<file path="config.mk">
export PLATFORM = sky130hd
export DESIGN_NAME = cheriot_dv_memcmd_tracker
export DESIGN_NICKNAME = d
export VERILOG_FILES = /design/src/rtl/cheriot_dv_memcmd_tracker.sv
export SDC_FILE = /design/constraint.sdc
export NUM_CORES = 1
export LEC_CHECK = 0
export BUFFER_PORTS_ARGS = -buffer_cell sky130_fd_sc_hd__buf_4
export CORE_AREA = 5 5 308 310
export CTS_CLUSTER_DIAMETER = 120
export CTS_CLUSTER_SIZE = 40
export DETAILED_ROUTE_END_ITERATION = 16
export DIE_AREA = 0 0 313 315
export PLACE_DENSITY = 0.48
export SLEW_MARGIN = 30
export SYNTH_ARGS = -nofsm -noshare
export SYNTH_HDL_FRONTEND = slang
export SYNTH_SLANG_ARGS = --single-unit
export TNS_END_PERCENT = 10
</file>
<file path="constraint.sdc">
create_clock -name clk_i -period 8.47 [get_ports clk_i]
set_clock_uncertainty 0.15 [all_clocks]
set_input_delay 1.2705 -clock clk_i [delete_from_list [all_inputs] [get_ports clk_i]]
set_output_delay 1.2705 -clock clk_i [all_outputs]
set_load 0.05 [all_outputs]
</file>
<file path="src/rtl/cheriot_dv_memcmd_tracker.sv">
// Multi-channel OBI memory-port monitor: pairs each response with its granted
// request via a per-channel in-order FIFO, then streams completed mem-command
// records through a round-robin arbiter with stall-stable selection.
module cheriot_dv_memcmd_tracker #(
  parameter int unsigned NCH         = 2,
  parameter int unsigned DEPTH       = 4,
  parameter int unsigned DW          = 33,
  parameter logic [31:0] DRAM_START  = 32'h8000_0000,
  parameter logic [31:0] TSMAP_START = 32'h8300_0000,
  parameter logic [31:0] TSMAP_SIZE  = 32'h0000_4000,
  localparam int unsigned CHW        = (NCH > 1) ? $clog2(NCH) : 1,
  localparam int unsigned OW         = $clog2(DEPTH + 1),
  localparam int unsigned CMDW       = 45 + 2 * DW
) (
  input  logic                clk_i,
  input  logic                rst_ni,
  input  logic [NCH-1:0]      req_i,
  input  logic [NCH-1:0]      gnt_i,
  input  logic [NCH-1:0]      we_i,
  input  logic [NCH-1:0]      is_cap_i,
  input  logic [NCH*4-1:0]    be_i,
  input  logic [NCH*32-1:0]   addr_i,
  input  logic [NCH*DW-1:0]   wdata_i,
  input  logic [NCH-1:0]      rvalid_i,
  input  logic [NCH*DW-1:0]   rdata_i,
  input  logic [NCH-1:0]      err_i,
  output logic                cmd_valid_o,
  input  logic                cmd_ready_i,
  output logic [CMDW-1:0]     cmd_o,
  output logic [CHW-1:0]      cmd_ch_o,
  output logic [NCH*OW-1:0]   outstanding_o,
  output logic [NCH-1:0]      overflow_o,
  output logic [NCH-1:0]      unexpected_o,
  output logic [NCH-1:0]      lost_o
);

  localparam int unsigned PW   = $clog2(DEPTH);
  localparam int unsigned PTRW = PW + 1;

  typedef struct packed {
    logic [7:0]    flag;
    logic          is_cap;
    logic          we;
    logic [3:0]    be;
    logic [29:0]   addr;
    logic [DW-1:0] wdata;
  } req_ent_t;

  typedef struct packed {
    req_ent_t      req;
    logic [DW-1:0] rdata;
    logic          err;
  } mem_cmd_t;

  logic [PTRW-1:0] wp_q [NCH];
  logic [PTRW-1:0] rp_q [NCH];
  req_ent_t        fifo_q [NCH][DEPTH];
  mem_cmd_t        slot_q [NCH];
  logic [NCH-1:0]  slot_v_q;
  logic [CHW-1:0]  rr_q;
  logic [CHW-1:0]  lock_ch_q;
  logic            lock_q;

  req_ent_t        push_ent [NCH];
  mem_cmd_t        done_cmd [NCH];
  logic [NCH-1:0]  full, push_ok, pop, clr, load;
  logic [NCH-1:0]  ovf_set, unx_set, lost_set;
  logic [CHW-1:0]  rr_idx, rr_win, win;
  logic            rr_found, accept;

  // Region flags; TS-map bound is evaluated in 33 bits so it cannot wrap.
  function automatic logic [7:0] region_flag(input logic [31:0] a, input logic cap);
    logic [32:0] a33, ts_lo, ts_hi;
    a33   = {1'b0, a};
    ts_lo = {1'b0, TSMAP_START};
    ts_hi = ts_lo + {1'b0, TSMAP_SIZE};
    region_flag    = '0;
    region_flag[0] = (a >= DRAM_START) && (a < TSMAP_START);
    region_flag[1] = (a33 >= ts_lo) && (a33 < ts_hi);
    region_flag[2] = cap & a[2];
  endfunction

  // Round-robin pick, overridden by the latched winner while the consumer stalls.
  always_comb begin
    rr_idx   = '0;
    rr_win   = '0;
    rr_found = 1'b0;
    for (int unsigned i = 1; i <= NCH; i++) begin
      rr_idx = CHW'((32'(rr_q) + i) % NCH);
      if (!rr_found && slot_v_q[rr_idx]) begin
        rr_found = 1'b1;
        rr_win   = rr_idx;
      end
    end
    win         = lock_q ? lock_ch_q : rr_win;
    cmd_valid_o = |slot_v_q;
    accept      = cmd_valid_o && cmd_ready_i;
    cmd_ch_o    = cmd_valid_o ? win : '0;
    cmd_o       = cmd_valid_o ? slot_q[win] : '0;
  end

  // Per-channel push/pop/slot decisions and error detection.
  always_comb begin
    outstanding_o = '0;
    full     = '0;
    push_ok  = '0;
    pop      = '0;
    clr      = '0;
    load     = '0;
    ovf_set  = '0;
    unx_set  = '0;
    lost_set = '0;
    for (int unsigned c = 0; c < NCH; c++) begin
      push_ent[c] = '0;
      done_cmd[c] = '0;
    end
    for (int unsigned c = 0; c < NCH; c++) begin
      outstanding_o[c*OW +: OW] = OW'(wp_q[c] - rp_q[c]);
      full[c]     = (wp_q[c] - rp_q[c]) == PTRW'(DEPTH);
      pop[c]      = rvalid_i[c] && (wp_q[c] != rp_q[c]);
      unx_set[c]  = rvalid_i[c] && (wp_q[c] == rp_q[c]);
      push_ok[c]  = req_i[c] && gnt_i[c] && (!full[c] || pop[c]);
      ovf_set[c]  = req_i[c] && gnt_i[c] && full[c] && !pop[c];
      clr[c]      = accept && (win == CHW'(c));
      load[c]     = pop[c] && (!slot_v_q[c] || clr[c]);
      lost_set[c] = pop[c] && slot_v_q[c] && !clr[c];
      push_ent[c].flag   = region_flag(addr_i[c*32 +: 32], is_cap_i[c]);
      push_ent[c].is_cap = is_cap_i[c];
      push_ent[c].we     = we_i[c];
      push_ent[c].be     = be_i[c*4 +: 4];
      push_ent[c].addr   = addr_i[c*32+2 +: 30];
      push_ent[c].wdata  = wdata_i[c*DW +: DW];
      done_cmd[c].req    = fifo_q[c][rp_q[c][PW-1:0]];
      done_cmd[c].rdata  = rdata_i[c*DW +: DW];
      done_cmd[c].err    = err_i[c];
    end
  end

  // FIFO storage; contents are don't-care once the pointers are reset.
  always_ff @(posedge clk_i) begin
    for (int unsigned c = 0; c < NCH; c++) begin
      if (push_ok[c]) fifo_q[c][wp_q[c][PW-1:0]] <= push_ent[c];
    end
  end

  // Pointers, output slots, arbiter state and sticky error flags.
  always_ff @(posedge clk_i or negedge rst_ni) begin
    if (!rst_ni) begin
      for (int unsigned c = 0; c < NCH; c++) begin
        wp_q[c]   <= '0;
        rp_q[c]   <= '0;
        slot_q[c] <= '0;
      end
      slot_v_q     <= '0;
      rr_q         <= CHW'(NCH - 1);
      lock_q       <= 1'b0;
      lock_ch_q    <= '0;
      overflow_o   <= '0;
      unexpected_o <= '0;
      lost_o       <= '0;
    end else begin
      for (int unsigned c = 0; c < NCH; c++) begin
        if (push_ok[c]) wp_q[c]   <= wp_q[c] + PTRW'(1);
        if (pop[c])     rp_q[c]   <= rp_q[c] + PTRW'(1);
        if (load[c])    slot_q[c] <= done_cmd[c];
      end
      slot_v_q     <= (slot_v_q & ~clr) | load;
      if (accept) rr_q <= win;
      lock_q       <= cmd_valid_o && !cmd_ready_i;
      lock_ch_q    <= win;
      overflow_o   <= overflow_o | ovf_set;
      unexpected_o <= unexpected_o | unx_set;
      lost_o       <= lost_o | lost_set;
    end
  end

endmodule

</file>
Word-level counts from Yosys, hierarchy flattened
Memories as Yosys holds them, arrays and structs flattened.
Index checks and enable logic that the tools add are counted.
{"block": "totals", "word_cells": 144, "ram_bits": 576, "memories": 1, "in_bits": 219, "out_inout_bits": 125, "regBits": 245}
{"memory": "fifo_q", "depth": 2, "width": 288, "read_ports": 2, "rd_ports_with_merged_regs": 0, "write_ports": 2, "line_no": "57", "rtl": "req_ent_t fifo_q [NCH][DEPTH];"}
{"block": "classes", "reduce_logical": 44, "n_bitwise": 14, "n_mux": 27, "eq_ne": 6, "n_lt_le_gt_ge": 17, "addsub": 8}
{"operator": "$mux W308", "n": 2}
{"operator": "$mux W77", "n": 6}
{"operator": "$mux W111", "n": 4}
{"operator": "$bmux W77 S2", "n": 2}
{"operator": "$demux W77 S2", "n": 2}
{"operator": "$ge A32 B32 Y1 const B", "n": 4}
{"operator": "$lt A32 B32 Y1 const B", "n": 4}
{"operator": "$logic_and A1 B1 Y1", "n": 29}
{"operator": "$add A3 B1 Y3 const B", "n": 4}
{"operator": "$ge A3 B3 Y1 const B", "n": 4}
{"operator": "$not A2 Y3", "n": 4}
{"operator": "$mux W1", "n": 11}
{"operator": "$logic_not A1 Y1", "n": 10}
{"operator": "$or A2 B2 Y2", "n": 4}
{"operator": "$eq A3 B3 Y1", "n": 2}
{"operator": "$eq A3 B3 Y1 const B", "n": 2}
{"operator": "$lt A3 B1 Y1 const B", "n": 2}
{"operator": "$ne A3 B3 Y1", "n": 2}
{"operator": "$sub A3 B3 Y3", "n": 2}
{"operator": "$logic_or A1 B1 Y1", "n": 4}
{"operator": "$lt A1 B2 Y1 const B", "n": 2}
{"operator": "$add A1 B1 Y1 const B", "n": 2}
{"operator": "$and A1 B1 Y1", "n": 2}
{"operator": "$and A2 B2 Y2", "n": 1}
{"operator": "other kinds (5)", "n": 5}

Longest topological paths before layout
{"block": "depth", "word_depth": 13, "ltp_mapped": 11}

Worst setup path before layout
OpenSTA, ideal clock, no wires.
{"block": "synth_path", "path_type": "register -> register", "start": "reg rp_q[1] in the netlist's numbering", "end": "reg wp_q[2] in the netlist's numbering", "required_ns": 8.226, "path_slack_ns": 1.508, "path_stages_with_launch": 8, "setup_ns": 0.094, "synth_period_minus_slack_ns": 6.962, "arrival_ns": 6.718, "path_cell_list": "dfrtp_1 -> clkbuf_1 -> clkbuf_1 -> inv_1 -> fa_1 -> nor2_1 -> a31oi_1 -> mux2_2"}
{"block": "synth_via", "elab_chain_cells": 5}
{"item": "start: declaration", "line_no": "56", "rtl": "logic [PTRW-1:0] rp_q [NCH];"}
{"item": "start signal: indexed assignment", "line_no": "164", "rtl": "if (pop[c]) rp_q[c] <= rp_q[c] + PTRW'(1);"}
{"item": "$sub A3 B3 Y3"}
{"item": "via outstanding_o[4]", "line_no": "31", "rtl": "output logic [NCH*OW-1:0] outstanding_o,"}
{"item": "$eq A3 B3 Y1", "line_no": "119", "rtl": "full[c] = (wp_q[c] - rp_q[c]) == PTRW'(DEPTH);"}
{"item": "$logic_not A1 Y1", "line_no": "122", "rtl": "push_ok[c] = req_i[c] && gnt_i[c] && (!full[c] || pop[c]);"}
{"item": "$logic_or A1 B1 Y1", "line_no": "122"}
{"item": "$logic_and A1 B1 Y1", "line_no": "122"}
{"item": "end signal: indexed assignment", "line_no": "163", "rtl": "if (push_ok[c]) wp_q[c] <= wp_q[c] + PTRW'(1);"}
{"item": "end: declaration", "line_no": "55", "rtl": "logic [PTRW-1:0] wp_q [NCH];"}
The timed path passes the listed nets, and every way through them passes these cells.
A chain may end at the register's enable or synchronous reset.

Final worst setup path
{"block": "layout_path", "start": "reg rr_q", "end": "out cmd_o[55]"}
{"block": "layout_via", "elab_chain_cells": 13}
{"item": "start: declaration", "line_no": "60", "rtl": "logic [CHW-1:0] rr_q;"}
{"item": "start signal: assignment", "line_no": "155", "rtl": "rr_q <= CHW'(NCH - 1);"}
{"item": "start signal: assignment", "line_no": "168", "rtl": "if (accept) rr_q <= win;"}
{"item": "$add A1 B1 Y1", "line_no": "89", "rtl": "rr_idx = CHW'((32'(rr_q) + i) % NCH);"}
{"item": "$mux W1 (not written as such) (2 in series)", "line_no": "90", "rtl": "if (!rr_found && slot_v_q[rr_idx]) begin"}
{"item": "$mux W1", "line_no": "90"}
{"item": "$logic_not A1 Y1", "line_no": "90"}
{"item": "$logic_and A1 B1 Y1", "line_no": "90"}
{"item": "$mux W1 (*)", "line_no": "90"}
{"item": "$mux W1 (*)", "line_no": "95", "rtl": "win = lock_q ? lock_ch_q : rr_win;"}
{"item": "$not A1 Y2 (not written as such) (*)", "line_no": "99", "rtl": "cmd_o = cmd_valid_o ? slot_q[win] : '0;"}
{"item": "$mux W111 (not written as such) (*) (3 in series)", "line_no": "99"}
{"item": "$mux W111 (*)", "line_no": "99"}
{"item": "end: declaration", "line_no": "29", "rtl": "output logic [CMDW-1:0] cmd_o,"}
Mark *: on every way between the ends. The rest lies on a longest branch, timed or not. The select of a mux whose other input is x is not followed.

==> results.sh <==
export IMPL_outcome="complete, no violations"
export IMPL_max_slew_margin_rel_pct=33.4
export IMPL_ys_top_cells_by_area="edfxtp_1, dfrtp_1, mux4_2"
export IMPL_num_vias=15900
export IMPL_cp_slowest_cell="buf_4"
export IMPL_yosysTopAreaCell="edfxtp_1"
export IMPL_design_area_sq_mm=0.0366
export IMPL_startpoint_type="register"
export IMPL_netlist_instances=1711
export IMPL_cts_root_buffer="clkbuf_16"
export IMPL_crit_type="reg -> out"
export IMPL_path_cells="and2_1 > o21a_4 > buf_4 > buf_4 > nand2_1 > a21oi_1 > buf_4"
export IMPL_worst_slew_pin_slew_ps=1000
export IMPL_rsz0062_at_grt="false"
export IMPL_syn_area_per_cell_sq_um=18.6
export IMPL_leakage_nw=13.1
export IMPL_rr_endpoint="fifo_q[0][286]$_DFFE_PP_"
export IMPL_vias_per_cell=4.92
export IMPL_antenna_found_initial=15
export IMPL_period_needed_ps=5060
export IMPL_numPortBuffers=334
export IMPL_ctsResizeCount=0
export IMPL_io_pins=344
export IMPL_top_layer_used="met5"
export IMPL_synthFlopType="edfxtp_1"
export IMPL_core_sq_mm=0.0914
export IMPL_met1_length_microns=33500
export IMPL_nets=2247
export IMPL_p_total_mw=14.5
export IMPL_syn2layout_area_growth_pct=15.0
export IMPL_worstPathMaxFanout=58
export IMPL_rr_startpoint="rp_q[3]$_DFFE_PN0P_"
export IMPL_worstPathArrival_ps=3640
export IMPL_die_h_microns=315
export IMPL_insertion_delay_ps=640
export IMPL_gpl_final_weighted_congestion=0.793
export IMPL_hold_class="in -> async"
export IMPL_hold_violations=0
export IMPL_grt_pass1_wl_microns=120000
export IMPL_overflow=0
export IMPL_post_cts_buffers=0
export IMPL_routedWlPerCell_microns=25.5
export IMPL_cp_end_kind="primary output"
export IMPL_clk_pin_slew_ps=150
export IMPL_vdd_drop_max_mv=0.362
export IMPL_fin_cells=3230
export IMPL_yosys_top_cells_count="edfxtp_1, dfrtp_1, nand2_1"
export IMPL_yosysTopAreaCellShare_pct=54.4
export IMPL_final_max_slew_viol_count=0
export IMPL_dr_wl_met2_microns=42700
export IMPL_fin_tns_setup_ps=0
export IMPL_htreeDepth=1
export IMPL_hpwl_microns=52400
export IMPL_dpl_cell_area_sq_mm=0.0356
export IMPL_critPathRequiredTime_ps=7050
export IMPL_hold_slack_ps=326
export IMPL_postRouteAntennaNets=0
export IMPL_cp_slowest_stage_delay_ps=690
export IMPL_std_cell_rows=111
export IMPL_r2r_cells=7
export IMPL_period_share_pct=59.7
export IMPL_die_width_microns=313
export IMPL_dp_cells=3168
export IMPL_reg2reg_setup_slack_ps=4300
export IMPL_cpMostUsedCell="buf_4"
export IMPL_synth_cell_types=49
export IMPL_cts_tree="yes"
export IMPL_p_per_area_mw_per_mm2=397
export IMPL_yosysSeqAreaShare_pct=72.9
export IMPL_grt_max_degree=131
export IMPL_wl_met3_microns=4720
export IMPL_drtIter0Drc=1010
export IMPL_final_layout_size_suffix_gt1_share_pct=37.0
export IMPL_drc=0
export IMPL_cts_buffers=26
export IMPL_finalWirelength_microns=82300
export IMPL_synth_edf_count=576
export IMPL_clkSinkCount=811
export IMPL_clockBufferDepth=3
export IMPL_grt_pass1_vias=17000
export IMPL_syn_area_sq_mm=0.0318
export IMPL_drt_pre_antenna_iters=4
export IMPL_async_reset_ff_share_pct=29.0
export IMPL_max_freq_ghz=0.198
export IMPL_synth_seq_cells=811
export IMPL_yosysWarnings=0
export IMPL_start_util_pct=34.8
export IMPL_finalSetupViolCount=0
export IMPL_drv_cap=0
export IMPL_synth_most_common_cell="edfxtp_1"
export IMPL_dieArea_sq_mm=0.0986
export IMPL_hold_buffers=0
export IMPL_grt_usage_pct=16.3
-- how the worst max path moves through the flow --
| stage | start | to | cells past startpoint |
|---|---|---|---|
| after detailed placement | rr_q$_DFFE_PN1N_ | cmd_o[55] | 7 |
| final | rr_q$_DFFE_PN1N_ | cmd_o[55] | 7 |
| after floorplan | rp_q[1]$_DFFE_PN0P_ | wp_q[2]$_DFFE_PN0P_ | 7 |
| after global placement | rp_q[3]$_DFFE_PN0P_ | fifo_q[0][112]$_DFFE_PP_ | 7 |
| after global routing | rr_q$_DFFE_PN1N_ | cmd_o[55] | 7 |
| after CTS | rr_q$_DFFE_PN1N_ | cmd_o[55] | 7 |
-- power by group --
group	internal (mW)	leakage (nW)	switching (mW)	total [mW]
Sequential	5.22	7.95	0.505	5.73
Clock	0.691	0.439	1.21	1.91
Combinational	2.52	4.76	4.39	6.91
Total	8.43	13.1	6.11	14.5
-- state kept, by name, summed over array words and instances, names as in the netlist --
name / count
fifo_q: 576
slot_q: 212
rp_q: 6
wp_q: 6
lost_o: 2
overflow_o: 2
slot_v_q: 2
unexpected_o: 2
lock_ch_q: 1
lock_q: 1
rr_q: 1
-- cells in the final DEF, fill, tap and decap left out, types with 3 or more instances in the layout --
cell type  instances
mux2_4            40
mux2_1            40
nand2_1          220
clkbuf_1           8
dfrtp_4            4
nor2_1            10
mux4_2           144
conb_1             5
inv_8              4
mux2_2           138
inv_1             22
buf_16             3
xnor2_1            8
edfxtp_1         576
nor2b_1            3
buf_4            357
dfrtp_1          230
clkinv_8           3
clkbuf_16         28
a21oi_1          109
and2_4             6
diode_2           12
nor3_1             4
and2_1             3
ha_1              14
-- cell type report --
cell class                      count  area, sq um
Antenna cell                       12         30.0
Clock buffer                       38          752
Clock inverter                     10          149
Fill cell                        8392        54800
Inverter                           23         91.3
Multi-Input combinational cell    787         8070
Sequential cell                   811        23200
Tap cell                         1186         1480
Timing Repair Buffer              363         2810
-- through the flow --
stage	setup WS, ps	util (%)
after floorplan	1510	-
after global placement	3820	38.9
after CTS	3300	39.9
after global routing	3180	40.0
final	3410	40.0
after detailed placement	4050	38.9
-- routing by layer --
layer | global-route usage (%) | vias to the layer above
met2 | 29.4 | 322
met5 | 0 | -
li1 | - | 7103
met1 | 20.5 | 8381
met3 | 3.90 | 62
met4 | 2.84 | 8
-- cells by family after synthesis --
family                   share of synthesized area, %
flip-flops                                       72.9
multiplexers                                     18.4
AND/OR/NAND/NOR                                  3.37
AO/OA/AOI/OAI                                    2.36
buffers and inverters                            2.02
adder cells (fa/ha/maj)                         0.677
XOR/XNOR                                        0.299
other                                          0.0118
-- worst max-delay path: cells and delay by family (launching register included) --
family,cells,cell delay (ps)
compound gates,2,570
buf+inv,3,1540
flops,1,580
simple gates,2,260
(Power assumes the default switching activity.)
